==> src/rtl/sprite_compositor.sv <==
// sprite_compositor
// Pixel-stage consumer of the VGA timing driver. Overlays one sprite, read
// from a synchronous sprite ROM, onto the background pixel stream and drives
// RGB444. The sprite position is staged in a shadow register by game logic
// and committed on the rising edge of v_sync, so the plane never tears within
// a frame. Two-clock pipeline to match the driver's 2-cycle address lead.
module sprite_compositor #(
    parameter int          X_W       = 10,
    parameter int          Y_W       = 10,
    parameter int          SPR_W     = 32,
    parameter int          SPR_H     = 32,
    parameter int          ADDR_W    = 10,
    parameter logic [11:0] TRANS_KEY = 12'hF0F
) (
    input  logic              clk,
    input  logic              rst,
    input  logic              en_i,
    input  logic [X_W-1:0]    x_i,
    input  logic [Y_W-1:0]    y_i,
    input  logic              disp_i,
    input  logic              v_sync_i,
    input  logic [X_W-1:0]    pos_x_i,
    input  logic [Y_W-1:0]    pos_y_i,
    input  logic              pos_vld_i,
    input  logic [11:0]       bg_rgb_i,
    output logic [ADDR_W-1:0] rom_addr_o,
    input  logic [11:0]       rom_data_i,
    output logic [11:0]       rgb_o,
    output logic              frame_o
);

    localparam int SX = $clog2(SPR_W);
    localparam int SY = $clog2(SPR_H);
    localparam logic [X_W-1:0] SPR_W_L = X_W'(SPR_W);
    localparam logic [Y_W-1:0] SPR_H_L = Y_W'(SPR_H);

    // Position double buffer
    logic [X_W-1:0]    shadow_x;
    logic [Y_W-1:0]    shadow_y;
    logic              shadow_vld;
    logic [X_W-1:0]    act_x;
    logic [Y_W-1:0]    act_y;
    logic              spr_en;

    // Frame-commit detection
    logic              v_sync_q;
    logic              commit;

    // Pixel pipeline
    logic [X_W:0]      dx;
    logic [Y_W:0]      dy;
    logic              hit;
    logic              hit_q;
    logic [ADDR_W-1:0] addr_next;
    logic [11:0]       pix_q;

    // Hit test against the active sprite box and ROM address formation
    always_comb begin
        dx        = {1'b0, x_i} - {1'b0, act_x};
        dy        = {1'b0, y_i} - {1'b0, act_y};
        commit    = en_i & v_sync_i & ~v_sync_q;
        // A borrow in the top bit means the pixel is left of / above the sprite.
        hit       = spr_en & ~dx[X_W] & ~dy[Y_W]
                    & (dx[X_W-1:0] < SPR_W_L) & (dy[Y_W-1:0] < SPR_H_L);
        addr_next = '0;
        if (hit) begin
            addr_next = ADDR_W'({dy[SY-1:0], dx[SX-1:0]});
        end else begin
            addr_next = '0;
        end
    end

    // v_sync sampler; held high while disabled so re-enabling never looks like an edge
    always_ff @(posedge clk or posedge rst) begin
        if (rst) begin
            v_sync_q <= 1'b1;
        end else if (!en_i) begin
            v_sync_q <= 1'b1;
        end else begin
            v_sync_q <= v_sync_i;
        end
    end

    // Shadow capture from game logic; a new strobe wins over the commit clear
    always_ff @(posedge clk or posedge rst) begin
        if (rst) begin
            shadow_x   <= '0;
            shadow_y   <= '0;
            shadow_vld <= 1'b0;
        end else if (pos_vld_i) begin
            shadow_x   <= pos_x_i;
            shadow_y   <= pos_y_i;
            shadow_vld <= 1'b1;
        end else if (commit) begin
            shadow_vld <= 1'b0;
        end
    end

    // Commit the pending shadow into the active position once per frame
    always_ff @(posedge clk or posedge rst) begin
        if (rst) begin
            act_x   <= '0;
            act_y   <= '0;
            spr_en  <= 1'b0;
            frame_o <= 1'b0;
        end else begin
            frame_o <= commit;
            if (commit && shadow_vld) begin
                act_x  <= shadow_x;
                act_y  <= shadow_y;
                spr_en <= 1'b1;
            end
        end
    end

    // Two-stage pixel pipeline: ROM address, then sprite/background select
    always_ff @(posedge clk or posedge rst) begin
        if (rst) begin
            rom_addr_o <= '0;
            hit_q      <= 1'b0;
            pix_q      <= 12'h000;
        end else if (!en_i) begin
            rom_addr_o <= '0;
            hit_q      <= 1'b0;
            pix_q      <= 12'h000;
        end else begin
            rom_addr_o <= addr_next;
            hit_q      <= hit;
            if (hit_q && (rom_data_i != TRANS_KEY)) begin
                pix_q <= rom_data_i;
            end else begin
                pix_q <= bg_rgb_i;
            end
        end
    end

    // Blanking gate on the registered pixel
    always_comb begin
        if (disp_i) begin
            rgb_o = pix_q;
        end else begin
            rgb_o = 12'h000;
        end
    end

endmodule

==> config.mk <==
export PLATFORM = sky130hd
export DESIGN_NAME = sprite_compositor
export DESIGN_NICKNAME = d
export VERILOG_FILES = /design/src/rtl/sprite_compositor.sv
export SDC_FILE = /design/constraint.sdc
export NUM_CORES = 1
export LEC_CHECK = 0
export ABC_AREA = 1
export CAP_MARGIN = 20
export CORE_UTILIZATION = 50
export DETAILED_ROUTE_END_ITERATION = 10
export GPL_TIMING_DRIVEN = 0
export PLACE_DENSITY = 0.89
export SETUP_SLACK_MARGIN = 0.05
export SLEW_MARGIN = 20
export SYNTH_ARGS = -nofsm -noshare
export SYNTH_HDL_FRONTEND = slang
export SYNTH_SLANG_ARGS = --single-unit
==> constraint.sdc <==
create_clock -name clk -period 2.65 [get_ports clk]
set_input_delay 0.265 -clock clk [delete_from_list [all_inputs] [get_ports clk]]
set_output_delay 0.265 -clock clk [all_outputs]
set_load 0.03 [all_outputs]
Word-level counts from Yosys, hierarchy flattened
Cells that the tools add are included.
Storage, ports and cells
  register bits: 67
  output and inout bits: 23
  word-level logic and storage cells: 37
Cells by class
  add/sub/neg operators: 2
  magnitude comparators: 2
  eq/ne operators: 1
  muxes and demuxes: 9
  bitwise gates (word level): 9
  reduce and logical (&&, ||, !) cells: 3
Operators by type and width (number)
  $mux W12: 3
  $sub A10 B10 Y11: 2
  $lt A10 B6 Y1 const B: 2
  $mux W10: 2
  $ne A12 B12 Y1 const B: 1
  $and A1 B1 Y1: 6
  $mux W1: 4
  $not A1 Y1: 3
  $logic_and A1 B1 Y1: 2
  $reduce_bool A2 Y1: 1

Depth between registers and ports, before layout
  depth in word-level cells: 8
  mapped depth: 16
  mapped depth without buffers: 15

Least setup slack after synthesis
No wires, ideal clock.
  path type: reg2reg
  start point: reg act_x[0]
  end point: reg rom_addr_o[0]
  arrival time: 1.794 ns
  required time: 2.581 ns
  path slack: 0.787 ns
  stages on the path, launching flop included: 16
  buffers on the path: 1
  clock period less this slack: 1.863 ns
  cell sequence: dfrtp_1 -> ha_1 -> inv_1 -> fa_1 -> nand2_1 -> nand3_2 -> nand3_1 -> nand2_1 -> nand2_1 -> nand2_1 -> nor2_1 -> nand3_1 -> nor2_1 -> nand2_1 -> buf_6 -> nor2_2
On the way
  cells in the longest elaborated chain, start to end: 8
  elaborated cells on any way between the ends: 9
  those cells by class: add/sub (1); order compare (1); mux (2); bitwise (5)
RTL lines
  start, declared: RTL line 41  | logic [X_W-1:0] act_x;
  start signal, assigned: RTL line 109  | act_x <= shadow_x;
  $sub A10 B10 Y11 *: RTL line 59  | dx = {1'b0, x_i} - {1'b0, act_x};
  parallel branches: the longest is 5 deep, another holds $lt A10 B6 Y1
  $mux W10 *: RTL line 66  | if (hit) begin
  $mux W10 *: RTL line 122  | end else if (!en_i) begin
  end signal, assigned: RTL line 127  | rom_addr_o <= addr_next;
  end, declared: RTL line 26  | output logic [ADDR_W-1:0] rom_addr_o,
Every way passes the cells marked *.
A chain may end at the register's enable or synchronous reset.

Worst setup path after layout
  start point: in disp_i
  end point: out rgb_o[3]
On the way
  cells in the longest elaborated chain, start to end: 1
RTL lines
  start, declared: RTL line 20  | input logic disp_i,
  $mux W12: RTL line 139  | if (disp_i) begin
  end, declared: RTL line 28  | output logic [11:0] rgb_o,
Every way passes these cells.

==> results_dict.tcl <==
set metrics [dict create \
    outcome "finished, final reports clean" \
    period_minus_slack_ps 2250 \
    crit_required_ps 2380 \
    cts_sinks 67 \
    diodes 0 \
    ys_ff_latch 67 \
    grt_util_met3 0.05597 \
    drive_above_1_share 0.06046 \
    clk_path_buf_depth 2 \
    cts_tree "done" \
    grt-busiest-layer "met2" \
    grt_pass1_wl_mm 14.66 \
    htree_num_levels 3 \
    rsz0062_at_grt "no" \
    cts_setup_buffers 0 \
    drt_pass1_iterations 4 \
    vias 3447 \
    drv_cap 0 \
    chipWidth_um 88.52 \
    synth.area.top_cells "dfrtp_1 (44%), nand2_1 (14%), inv_1 (10%), o21ai_0 (7.4%), ha_1 (6.7%)" \
    wl_per_cell_um 12.60 \
    clkPwrFrac 0.320 \
    grt_max_degree 47 \
    syn-cell-area_sq_um 3742 \
    initial_core_util 0.5160 \
    hold_viol_final 0 \
    crit_type "primary input to output pin" \
    core_area_sq_um 7253 \
    power.density_nw_per_um2 622.4 \
    cts_buffers 9 \
    p_int_mw 2.104 \
    drt-initial-drc-count 123 \
    antenna_found_initial 0 \
    critPathArrivalTime_ps 1990 \
    hold_class "primary input to asynchronous set/reset pin" \
    seq_area_frac_synth 0.4483 \
    switching_share 0.3298 \
    cts_resized 0 \
    max_freq_mhz 444.4 \
    ios 93 \
    viasPerCell 4.848 \
    yosysWarningCount 0 \
    cts.clk_slew.worst_paths_ps 70 \
    fin_util 0.6955 \
    clkLatencyLatePin_ps 350 \
    setup_tns_ps 0 \
    die_h_um 88.52 \
    post-dp-hpwl_mm 6.940 \
    port_buffers 92 \
    gr-usage-met2 0.4385 \
    yosys.area.top_type_share 0.4413 \
    grt_pass1_vias 3324 \
    layout.nets 699 \
    pwr-share-comb 0.306 \
    finClkSkew_ps 9.151 \
    relSlewSlack 0.6991 \
    p_switching_mw 1.036 \
    tightest_slew_ps 451.3 \
    fill_cells 575 \
    finalWirelength_mm 8.961 \
    design_area_sq_um 5045 \
    irDropWorstVdd_mv 0.4329 \
    syn_avg_cell_area_sq_um 7.440 \
    ant_nets 0 \
    end_kind "output pin" \
    die_area_sq_um 7835 \
    synth_nets 595 \
    worstPathMaxFanout 10 \
    layout-area-overhead-vs-synth_pct 34.80 \
    cts-root-buf "clkbuf_8" \
    grtUsageMet1 0.2937 \
    startpoint_type "primary input" \
    final_common_cell "nand2_1" \
    track_usage 0.2504 \
    yosysUniqueCellTypes 24 \
    post_dp_cell_area_sq_um 4810 \
    setup_viol 0 \
    place_congestion 0.9125 \
    row_count 31 \
    hold_buffers 0 \
    fin_crit_sh 0.8492 \
    power.leakage_nw 2.641 \
    drc 0 \
    synthCells 503 \
    overflow 0 \
    final_cell_mix "nand2_1 (138), inv_1 (99), clkdlybuf4s50_1 (92)" \
    final_max_slew_viol_count 0 \
    yosysTopAreaCell "dfrtp_1" \
    seq_power_share 0.374 \
]
## routing by layer
layer	up-vias	wire (um)
met2	98	4477
li1	1738	-
met5	-	0
met3	23	363
met1	1588	3865
met4	0	255
## through the flow
stage	instances	total power, mW	setup WS (ps)	hold slack [ps]
6_report	711	3.140	399.6	210.0
5_1_grt	711	3.341	265.0	226.7
4_1_cts	711	3.144	422.3	210.2
3_5_place_dp	695	2.139	111.1	458.2
3_3_place_gp	694	2.090	-261.2	448.5
2_1_floorplan	503	1.844	703.5	341.6
## final cells by class
cell class                      instances  area [sq um]  share of cell area
Sequential cell                        67          1678              0.3326
Clock buffer                           11         151.4             0.03001
Timing Repair Buffer                   93         940.9              0.1865
Inverter                              100         377.9             0.07490
Tap cell                               99         123.9             0.02455
Clock inverter                          5         83.83             0.01662
Multi-Input combinational cell        323          1633              0.3237
Buffer                                 13         56.30             0.01116
## cell families after synthesis
group                    Yosys count  share of synthesized area
flip-flops                        67                     0.4483
adder cells (fa/ha/maj)           22                    0.07757
AO/OA/AOI/OAI                     68                    0.09328
XOR/XNOR                           6                    0.01404
AND/OR/NAND/NOR                  227                     0.2514
buffers and inverters            113                     0.1153
## path summary, 6_finish.rpt
check                           depth (start not counted)                  from  slack, ps                 endpoint
worst max-delay path                                    5                disp_i        400                 rgb_o[3]
worst min-delay path                                    2                   rst        210        frame_o$_DFF_PP0_
worst max register to register                         15  act_x[0]$_DFFE_PP0P_        480  rom_addr_o[7]$_DFF_PP0_
worst min register to register                          2    spr_en$_DFFE_PP0P_        480       spr_en$_DFFE_PP0P_
max in group asynchronous                               3                   rst       1890       v_sync_q$_DFF_PP1_
min in group clk                                        3            pos_y_i[6]        470  shadow_y[6]$_DFFE_PP0P_
## flip-flops by register name (all words and copies together) (netlist names)
register    flops
shadow_y       10
v_sync_q        1
shadow_x       10
rom_addr_o     10
pix_q          12
frame_o         1
act_x          10
act_y          10
shadow_vld      1
spr_en          1
hit_q           1
## worst max-delay path: stages
cell and delay [ps]:
clkdlybuf4s50_1 500, clkbuf_1 380, nand2_1 110, inv_1 70, clkdlybuf4s50_1 660
## power groups by stage
stage                     Sequential (mW)  Clock (mW)  Combinational, mW
final                                1.17        1.00              0.962
after global routing                 1.19        1.05               1.10
after CTS                            1.17        1.01              0.960
after detailed placement             1.19           0              0.948
after global placement               1.18           0              0.906
after floorplan                      1.18           0              0.667
## cell usage after synthesis
| master | count |
|---|---|
| clkbuf_1 | 11 |
| dfrtp_1 | 66 |
| nor2_1 | 49 |
| xor2_1 | 4 |
| nand2_1 | 138 |
| ha_1 | 20 |
| nor2_2 | 9 |
| nand3b_1 | 2 |
| nand3_2 | 2 |
| a21oi_1 | 10 |
| o21ai_0 | 55 |
| nor4_1 | 1 |
| nand2_2 | 5 |
| and3_1 | 1 |
| xnor2_1 | 2 |
| fa_1 | 2 |
| o21bai_1 | 2 |
| dfstp_2 | 1 |
| inv_1 | 100 |
| buf_6 | 1 |
| nand3_1 | 17 |
| nand4_1 | 3 |
| a21oi_2 | 1 |
| buf_1 | 1 |
No activity file was read; power rests on OpenSTA's default activity.
